`src/rtl/ltsm_sb_pkg.sv`:
```
// Shared sideband definitions for the LTSM transmit path: message codes,
// default message width and the transmit-queue state encoding.
package ltsm_sb_pkg;

   localparam int SB_MSG_WIDTH_DEF = 4;

   typedef enum logic [SB_MSG_WIDTH_DEF-1:0] {
      SB_MSG_NONE           = 4'd0,
      PHYRETRAIN_START_REQ  = 4'd1,
      PHYRETRAIN_START_RESP = 4'd2,
      PHYRETRAIN_END_REQ    = 4'd3,
      PHYRETRAIN_END_RESP   = 4'd4
   } sb_msg_e;

   typedef enum logic [1:0] {
      Q_IDLE = 2'd0,
      Q_SEND = 2'd1,
      Q_GAP  = 2'd2
   } sb_q_state_e;

endpackage

```
`src/rtl/sb_msg_fifo.sv`:
```
// Small circular buffer holding {message, info} entries for the sideband
// transmit queue; exposes the head entry and the next-cycle occupancy.
module sb_msg_fifo #(
   parameter int WIDTH = 7,
   parameter int DEPTH = 4
) (
   input  logic                   i_clk,
   input  logic                   i_rst_n,
   input  logic                   i_flush,
   input  logic                   i_push,
   input  logic [WIDTH-1:0]       i_wdata,
   input  logic                   i_pop,
   output logic [WIDTH-1:0]       o_head,
   output logic [$clog2(DEPTH):0] o_count_next,
   output logic                   o_full,
   output logic                   o_empty
);

   localparam int AW = $clog2(DEPTH);

   logic [WIDTH-1:0] mem_q [DEPTH];
   logic [AW-1:0]    wr_ptr_q;
   logic [AW-1:0]    rd_ptr_q;
   logic [AW:0]      count_q;
   logic [AW:0]      count_d;
   logic             push_ok;
   logic             pop_ok;

   assign o_full  = (count_q == (AW+1)'(DEPTH));
   assign o_empty = (count_q == '0);
   assign push_ok = i_push && !o_full;
   assign pop_ok  = i_pop && !o_empty;
   assign o_head  = mem_q[rd_ptr_q];
   assign o_count_next = count_d;

   always_comb begin
      count_d = count_q;
      if (i_flush) begin
         count_d = '0;
      end else if (push_ok && !pop_ok) begin
         count_d = count_q + 1'b1;
      end else if (pop_ok && !push_ok) begin
         count_d = count_q - 1'b1;
      end
   end

   // Pointers are exactly log2(DEPTH) wide so they wrap without extra logic.
   always_ff @(posedge i_clk or negedge i_rst_n) begin
      if (!i_rst_n) begin
         for (int i = 0; i < DEPTH; i++) begin
            mem_q[i] <= '0;
         end
         wr_ptr_q <= '0;
         rd_ptr_q <= '0;
         count_q  <= '0;
      end else if (i_flush) begin
         wr_ptr_q <= '0;
         rd_ptr_q <= '0;
         count_q  <= '0;
      end else begin
         if (push_ok) begin
            mem_q[wr_ptr_q] <= i_wdata;
            wr_ptr_q        <= wr_ptr_q + 1'b1;
         end
         if (pop_ok) begin
            rd_ptr_q <= rd_ptr_q + 1'b1;
         end
         count_q <= count_d;
      end
   end

endmodule

```
`src/rtl/ltsm_sb_tx_queue.sv`:
```
// Sideband transmit queue: buffers LTSM messages, offers them to the serializer
// with a valid/ready handshake plus an inter-message gap, and drives SB_Busy.
module ltsm_sb_tx_queue
   import ltsm_sb_pkg::*;
#(
   parameter int SB_MSG_WIDTH = SB_MSG_WIDTH_DEF,
   parameter int INFO_WIDTH   = 3,
   parameter int DEPTH        = 4,
   parameter int GAP_CYCLES   = 2
) (
   input  logic                    i_clk,
   input  logic                    i_rst_n,
   input  logic [SB_MSG_WIDTH-1:0] i_encoded_SB_msg,
   input  logic [INFO_WIDTH-1:0]   i_tx_msg_info,
   input  logic                    i_tx_msg_valid,
   input  logic                    i_flush,
   output logic                    o_SB_Busy,
   output logic [SB_MSG_WIDTH-1:0] o_sb_msg,
   output logic [INFO_WIDTH-1:0]   o_sb_msg_info,
   output logic                    o_sb_msg_valid,
   input  logic                    i_sb_ready,
   output logic                    o_overflow
);

   localparam int EW = SB_MSG_WIDTH + INFO_WIDTH;
   localparam int CW = $clog2(DEPTH) + 1;
   localparam int GW = (GAP_CYCLES > 1) ? $clog2(GAP_CYCLES + 1) : 1;

   sb_q_state_e   state_q;
   logic [GW-1:0] gap_q;
   logic          busy_q;
   logic          busy_d;
   logic          ovf_q;
   logic          ovf_d;
   logic          write_req;
   logic          pop;
   logic          full;
   logic          empty;
   logic [EW-1:0] head;
   logic [CW-1:0] count_next;

   // A strobe carrying message 0 is a no-op; flush swallows any same-cycle write.
   assign write_req = i_tx_msg_valid && (i_encoded_SB_msg != '0) && !i_flush;
   assign pop       = (state_q == Q_SEND) && i_sb_ready && !i_flush;

   sb_msg_fifo #(
      .WIDTH (EW),
      .DEPTH (DEPTH)
   ) u_fifo (
      .i_clk        (i_clk),
      .i_rst_n      (i_rst_n),
      .i_flush      (i_flush),
      .i_push       (write_req),
      .i_wdata      ({i_encoded_SB_msg, i_tx_msg_info}),
      .i_pop        (pop),
      .o_head       (head),
      .o_count_next (count_next),
      .o_full       (full),
      .o_empty      (empty)
   );

   assign o_sb_msg_valid = (state_q == Q_SEND);
   assign o_sb_msg       = o_sb_msg_valid ? head[EW-1:INFO_WIDTH] : '0;
   assign o_sb_msg_info  = o_sb_msg_valid ? head[INFO_WIDTH-1:0] : '0;
   assign o_SB_Busy      = busy_q;
   assign o_overflow     = ovf_q;

   always_ff @(posedge i_clk or negedge i_rst_n) begin
      if (!i_rst_n) begin
         state_q <= Q_IDLE;
         gap_q   <= '0;
      end else if (i_flush) begin
         state_q <= Q_IDLE;
         gap_q   <= '0;
      end else begin
         unique case (state_q)
            Q_IDLE: begin
               if (!empty) begin
                  state_q <= Q_SEND;
               end
            end
            Q_SEND: begin
               if (pop) begin
                  if (GAP_CYCLES > 0) begin
                     state_q <= Q_GAP;
                     gap_q   <= GW'(GAP_CYCLES);
                  end else if (count_next == '0) begin
                     state_q <= Q_IDLE;
                  end
               end
            end
            Q_GAP: begin
               if (gap_q <= GW'(1)) begin
                  gap_q   <= '0;
                  state_q <= empty ? Q_IDLE : Q_SEND;
               end else begin
                  gap_q <= gap_q - 1'b1;
               end
            end
            default: state_q <= Q_IDLE;
         endcase
      end
   end

   // Busy rises one entry early so a write issued alongside it still fits.
   always_comb begin
      busy_d = i_flush || (count_next >= CW'(DEPTH - 1));
      ovf_d  = ovf_q;
      if (i_flush) begin
         ovf_d = 1'b0;
      end else if (write_req && full) begin
         ovf_d = 1'b1;
      end
   end

   always_ff @(posedge i_clk or negedge i_rst_n) begin
      if (!i_rst_n) begin
         busy_q <= 1'b0;
         ovf_q  <= 1'b0;
      end else begin
         busy_q <= busy_d;
         ovf_q  <= ovf_d;
      end
   end

endmodule
```
`config.mk`:
```
export PLATFORM = sky130hd
export DESIGN_NAME = ltsm_sb_tx_queue
export DESIGN_NICKNAME = d
export VERILOG_FILES = /design/src/rtl/ltsm_sb_pkg.sv /design/src/rtl/sb_msg_fifo.sv /design/src/rtl/ltsm_sb_tx_queue.sv
export SDC_FILE = /design/constraint.sdc
export NUM_CORES = 1
export LEC_CHECK = 0
export CAP_MARGIN = 20
export CORE_MARGIN = 2
export CORE_UTILIZATION = 60
export CTS_BUF_LIST = sky130_fd_sc_hd__clkbuf_4
export DETAILED_ROUTE_END_ITERATION = 8
export PLACE_DENSITY = 0.83
export SETUP_SLACK_MARGIN = 0.4
export SLEW_MARGIN = 20
export SYNTH_ARGS = -nofsm -noshare
export SYNTH_HDL_FRONTEND = slang
export SYNTH_SLANG_ARGS = --single-unit
```
`constraint.sdc`:
```
create_clock -name i_clk -period 3.2 [get_ports i_clk]
set_input_delay 0.64 -clock i_clk [delete_from_list [all_inputs] [get_ports i_clk]]
set_output_delay 0.64 -clock i_clk [all_outputs]
set_load 0.005 [all_outputs]
```
After elaboration in Yosys (flattened, before gate mapping):

Index checks and enable logic that the tools add are counted.

* register bits: 41
* input port bits: 12
* output and inout port bits: 10
* word-level logic and storage cells: 83

* $add $sub $neg: 5
* order comparisons: 5
* equal/unequal tests: 6
* muxes and demuxes: 27
* bitwise operators: 3
* reductions and logical operators: 26

Operator list (number)
* bitwise mux 28 bit: 1
* two-way mux 7 bit: 3
* two-way mux 2 bit: 10
* two-way mux 3 bit: 5
* binary-select mux 7 bit (select 2 bit): 1
* demux 7 bit (select 2 bit): 1
* logical AND 1 bit: 10
* greater-or-equal comparator 3 bit, second input constant: 2
* inequality test 3 bit, second input constant: 2
* NOT 2 -> 3 bit: 2
* case mux 2 bit (3 select lines): 1
* nonzero test 2 bit: 3
* zero test 1 bit: 5
* adder 2 x 1 -> 2 bit, second input constant: 2
* two-way mux 4 bit: 1
* case mux 2 bit (2 select lines): 1
* AND reduction 2 bit: 2
* nonzero test 4 bit: 1
* adder 3 x 1 -> 3 bit, second input constant: 1
* equality test 3 bit, second input constant: 1
* greater-or-equal comparator 3 x 2 -> 1 bit, second input constant: 1
* zero test 3 bit: 1
* < comparator 3 x 1 -> 1 bit, second input constant: 1
* two-way mux 1 bit: 3
* 11 further kinds: 11

Longest topological paths before layout:

* word-level depth: 11
* depth in mapped cells: 8
* mapped depth without buffers: 7

Hierarchy:

A second synthesis with hierarchy kept.

* cells, all modules: 156
* area total of the unflattened synthesis: 2031.9 µm²

By module, submodules not included
* sb_msg_fifo: times used 1, cells an instance 120, area an instance 1695.4 µm², sequential area each 875.8 µm²
* ltsm_sb_tx_queue: times used 1, cells an instance 36, area an instance 336.6 µm², sequential area each 150.1 µm²

Worst setup path after synthesis:

Ideal clock, no wire load.

* path kind: input port to flip-flop
* start: input i_encoded_SB_msg[2]
* end: register u_fifo.mem_q[0] (netlist name)
* arrival: 1935 ps
* path slack: 1140 ps
* stages: 6
* path buffers: 2
* cells stage by stage: o41a_1 -> and3_1 -> buf_6 -> and2_4 -> buf_6 -> mux2_4

* cells in the longest elaborated chain, start to end: 5

Ends and longest elaborated chain
* start: declaration: line ltsm_sb_tx_queue.sv:13 `input logic [SB_MSG_WIDTH-1:0] i_encoded_SB_msg,`
* nonzero test 4 bit: line ltsm_sb_tx_queue.sv:43 `assign write_req = i_tx_msg_valid && (i_encoded_SB_msg != '0) && !i_flush;`
* logical AND 1 bit (2 in series): line ltsm_sb_tx_queue.sv:43
* logical AND 1 bit: line sb_msg_fifo.sv:31 `assign push_ok = i_push && !o_full;`
* AND reduction 2 bit (no source line)
* end signal: indexed assignment: line sb_msg_fifo.sv:62 `mem_q[wr_ptr_q] <= i_wdata;`
* end: declaration: line sb_msg_fifo.sv:21 `logic [WIDTH-1:0] mem_q [DEPTH];`

No other way between the ends.
A chain may end at the register's enable or synchronous reset.

Final worst setup path:

* start: register u_fifo.rd_ptr_q[0]
* end: output o_sb_msg[3]

* cells in the longest elaborated chain, start to end: 5

Ends and longest elaborated chain
* start: declaration: line sb_msg_fifo.sv:23 `logic [AW-1:0] rd_ptr_q;`
* start signal: assignment: line sb_msg_fifo.sv:66 `rd_ptr_q <= rd_ptr_q + 1'b1;`
* NOT 2 -> 3 bit (not written as such): line sb_msg_fifo.sv:33 `assign o_head = mem_q[rd_ptr_q];`
* binary-select mux 7 bit (select 2 bit): line sb_msg_fifo.sv:33
* two-way mux 7 bit (not written as such) (2 in series): line sb_msg_fifo.sv:33
* two-way mux 4 bit: line ltsm_sb_tx_queue.sv:63 `assign o_sb_msg = o_sb_msg_valid ? head[EW-1:INFO_WIDTH] : '0;`
* end: declaration: line ltsm_sb_tx_queue.sv:18 `output logic [SB_MSG_WIDTH-1:0] o_sb_msg,`

No other way between the ends. The select of a mux whose other input is x is not followed.

==> impl_metrics.json <==
{
  "cts.clk_slew.worst_paths_ns": 0.13,
  "dp_hpwl_mm": 3.03,
  "status": "completed",
  "drv_cap": 0,
  "cpMaxStageDelayCell": "dfrtp_4",
  "synth.top_cell.area_share": 0.461,
  "cts.sinks": 41,
  "worstPathArrival_ns": 2.05,
  "synth-edff-count": 0,
  "antenna_found_initial": 0,
  "initial_utilization": 0.618,
  "crit_chain": "mux4_2 -> nor2b_1 -> clkdlybuf4s50_1",
  "numCtsBuffers": 5,
  "holdWs_ns": 0.379,
  "yosysUniqueCellTypes": 34,
  "fin_crit_sh": 0.840,
  "vias": 1373,
  "pin_count": 22,
  "drv_slew": 0,
  "path_class": "register to output port",
  "grt_overflow_total": 0,
  "grt_pass1_wl_mm": 7.16,
  "cp_slowest_stage_delay_ns": 0.55,
  "crit_path_end_kind": "output port",
  "ant_nets": 0,
  "diodes": 0,
  "crit_fanout": 9,
  "p_per_area_nw_per_um2": 662,
  "clockBufferDepth": 2,
  "min_period_ns": 2.69,
  "grt_pass1_vias": 1439,
  "synth_top_area_cell": "dfrtp_1",
  "routedWlPerCell_um": 17.6,
  "gp_congestion": 0.809,
  "yosys_warnings": 0,
  "tritoncts": "built",
  "grt_max_degree": 42,
  "fin_nets": 209,
  "postLayoutSetupSlackWorst_ns": 0.511,
  "hold_path_class": "primary input to async pin",
  "wirelength_mm": 4.21,
  "required_ns": 2.56,
  "h-tree-depth": 2,
  "route.detailed.drc": 0,
  "slew_headroom": 0.398,
  "tightest_slew_ns": 0.903,
  "crit_family": "flip-flops",
  "synth_ff_type": "dfrtp_1",
  "hold_violations": 0,
  "drtIter0Drc": 54,
  "fp.dieH_um": 64.9,
  "async_reset_ff_frac": 1.00,
  "netlist_instances": 170,
  "die_area_um2": 4220,
  "clock.fmax_mhz": 372,
  "ctsRootBufferMaster": "clkbuf_4",
  "clock_latency_ns": 0.37,
  "setup_tns_ns": 0,
  "yosysSeqAreaShare": 0.461,
  "start_kind": "register",
  "pre_cts_slack_ns": 0.598,
  "grt.total_usage": 0.233,
  "cts.hold.buffers_added": 0,
  "via_per_inst": 5.74,
  "avgSynthCellArea_um2": 13.1,
  "rows": 22,
  "clock_skew_ns": 0.0134,
  "synth.area.top_cells": "dfrtp_1 (46%), mux2_4 (19%), mux4_2 (7.1%), ha_1 (3.9%), buf_6 (2.5%)",
  "r2r_slack_ns": 1.10,
  "synth_area_um2": 2230,
  "numPortBuffers": 21,
  "vdd_drop_max_uv": 313,
  "path_buf_inv": 1,
  "rsz0062_at_grt": "false",
  "dieWidth_um": 64.9,
  "synth-seq-cells": 41,
  "drive_gt1_frac": 0.272,
  "power_leakage_nw": 1.07,
  "core_area_um2": 3610,
  "areaGrowthSynthToFinish_pct": 11.6,
  "firstDrtPassIters": 4,
  "finalSetupViolCount": 0,
  "syn_nets": 189
}
-- cells in the mapped netlist (all sizes together), types with 2 or more instances --
cell type and count:
inv 8, and2 4, ha 7, nand2 8, nand4 3, mux4 7
dfrtp 41, clkbuf 3, o21a 2, o21ai 3, mux2 29, nor2 13
nand2b 2, a21oi 4, nor2b 8, buf 6, xnor2 6, nand3 2
nor3 2
-- flip-flops by register name (all words and copies together), names as in the netlist --
name,count
o_overflow,1
state_q,2
u_fifo.mem_q,28
u_fifo.count_q,3
u_fifo.wr_ptr_q,2
u_fifo.rd_ptr_q,2
gap_q,2
o_SB_Busy,1
-- per-stage QoR --
step | std cells | utilization | power [mW] | cell area (µm²)
final | 239 | 0.689 | 1.65 | 2490
after global routing | 239 | 0.689 | 1.75 | 2490
after CTS | 239 | 0.689 | 1.66 | 2480
after detailed placement | 231 | 0.673 | 1.40 | 2430
after global placement | 231 | 0.673 | 1.36 | 2430
after floorplan | 170 | - | 1.21 | 2230
-- worst register-to-register path: cells and delay by family, from the launching register on --
family / cells / cell delay, ns
AOI/OAI and AO/OA: 1 / 0.17
adders and majority gates: 1 / 0.24
xor gates and xnor gates: 1 / 0.25
DFF: 1 / 0.45
and+or+nand+nor: 3 / 0.76
buffers and inverters: 1 / 0.11
-- cell type report --
cell class                 instances  area, µm²
fill                             258       1120
multi-input combinational        112       1100
timing repair buffer              22        213
clock inverter                     3       17.5
tap                               48       60.1
sequential                        41       1030
inverter                           8       30.0
clock buffer                       5       37.5
-- logic make-up (layout without fill, tap and decap cells) --
kind of cell / Yosys count / count (layout) / share of synthesized area
xor+xnor: 7 / 7 / 0.0275
simple gates: 45 / 45 / 0.107
fa+ha+maj: 8 / 8 / 0.0438
compound gates: 16 / 16 / 0.0500
buf+inv: 17 / 38 / 0.0461
mux: 36 / 36 / 0.265
flops: 41 / 41 / 0.461
-- power breakdown --
group,internal [mW],switching [mW]
registers,0.679,0.122
logic,0.384,0.203
clock network,0.0828,0.175
-- placed cells by master (no fill, tap or decap), types with 2 or more instances in the layout --
master,count
nor2b_1,8
clkbuf_4,5
nand3_1,2
o21a_1,2
nand2b_1,2
o21ai_0,3
a21oi_1,4
ha_1,7
and2_4,4
xnor2_1,6
clkdlybuf4s50_1,20
inv_1,8
mux4_2,7
dfrtp_1,40
nand2_1,8
mux2_4,28
clkinv_2,2
nand4_1,3
nor2_1,13
-- per-layer routing --
layer / track usage / vias to the layer above / share of wire
met5: 0 / - / 0
met4: 0.0931 / 0 / 0.022
met3: 0.0677 / 11 / 0.041
met2: 0.366 / 32 / 0.49
met1: 0.306 / 693 / 0.45
li1: - / 637 / -
-- final timing paths --
path | from | to | cells past startpoint
setup / recovery | u_fifo.rd_ptr_q[0]$_DFFE_PN0P_ | o_sb_msg[3] | 3
hold / removal | i_rst_n | u_fifo.mem_q[23]$_DFFE_PN0P_ | 1
setup reg to reg | u_fifo.count_q[0]$_DFF_PN0_ | o_SB_Busy$_DFF_PN0_ | 7
hold reg to reg | u_fifo.mem_q[22]$_DFFE_PN0P_ | u_fifo.mem_q[22]$_DFFE_PN0P_ | 1
max in group asynchronous | i_rst_n | u_fifo.rd_ptr_q[0]$_DFFE_PN0P_ | 1
min in group i_clk | u_fifo.mem_q[22]$_DFFE_PN0P_ | u_fifo.mem_q[22]$_DFFE_PN0P_ | 1
-- what timing repair did --
action / 4_1_cts / 5_1_grt
buffers inserted: 0 / 0
gates resized for setup: 1 / 1
pin swaps: 0 / 0
setup endpoints to repair: 7 / 7
Note: power is estimated with default switching activity, not from simulation.
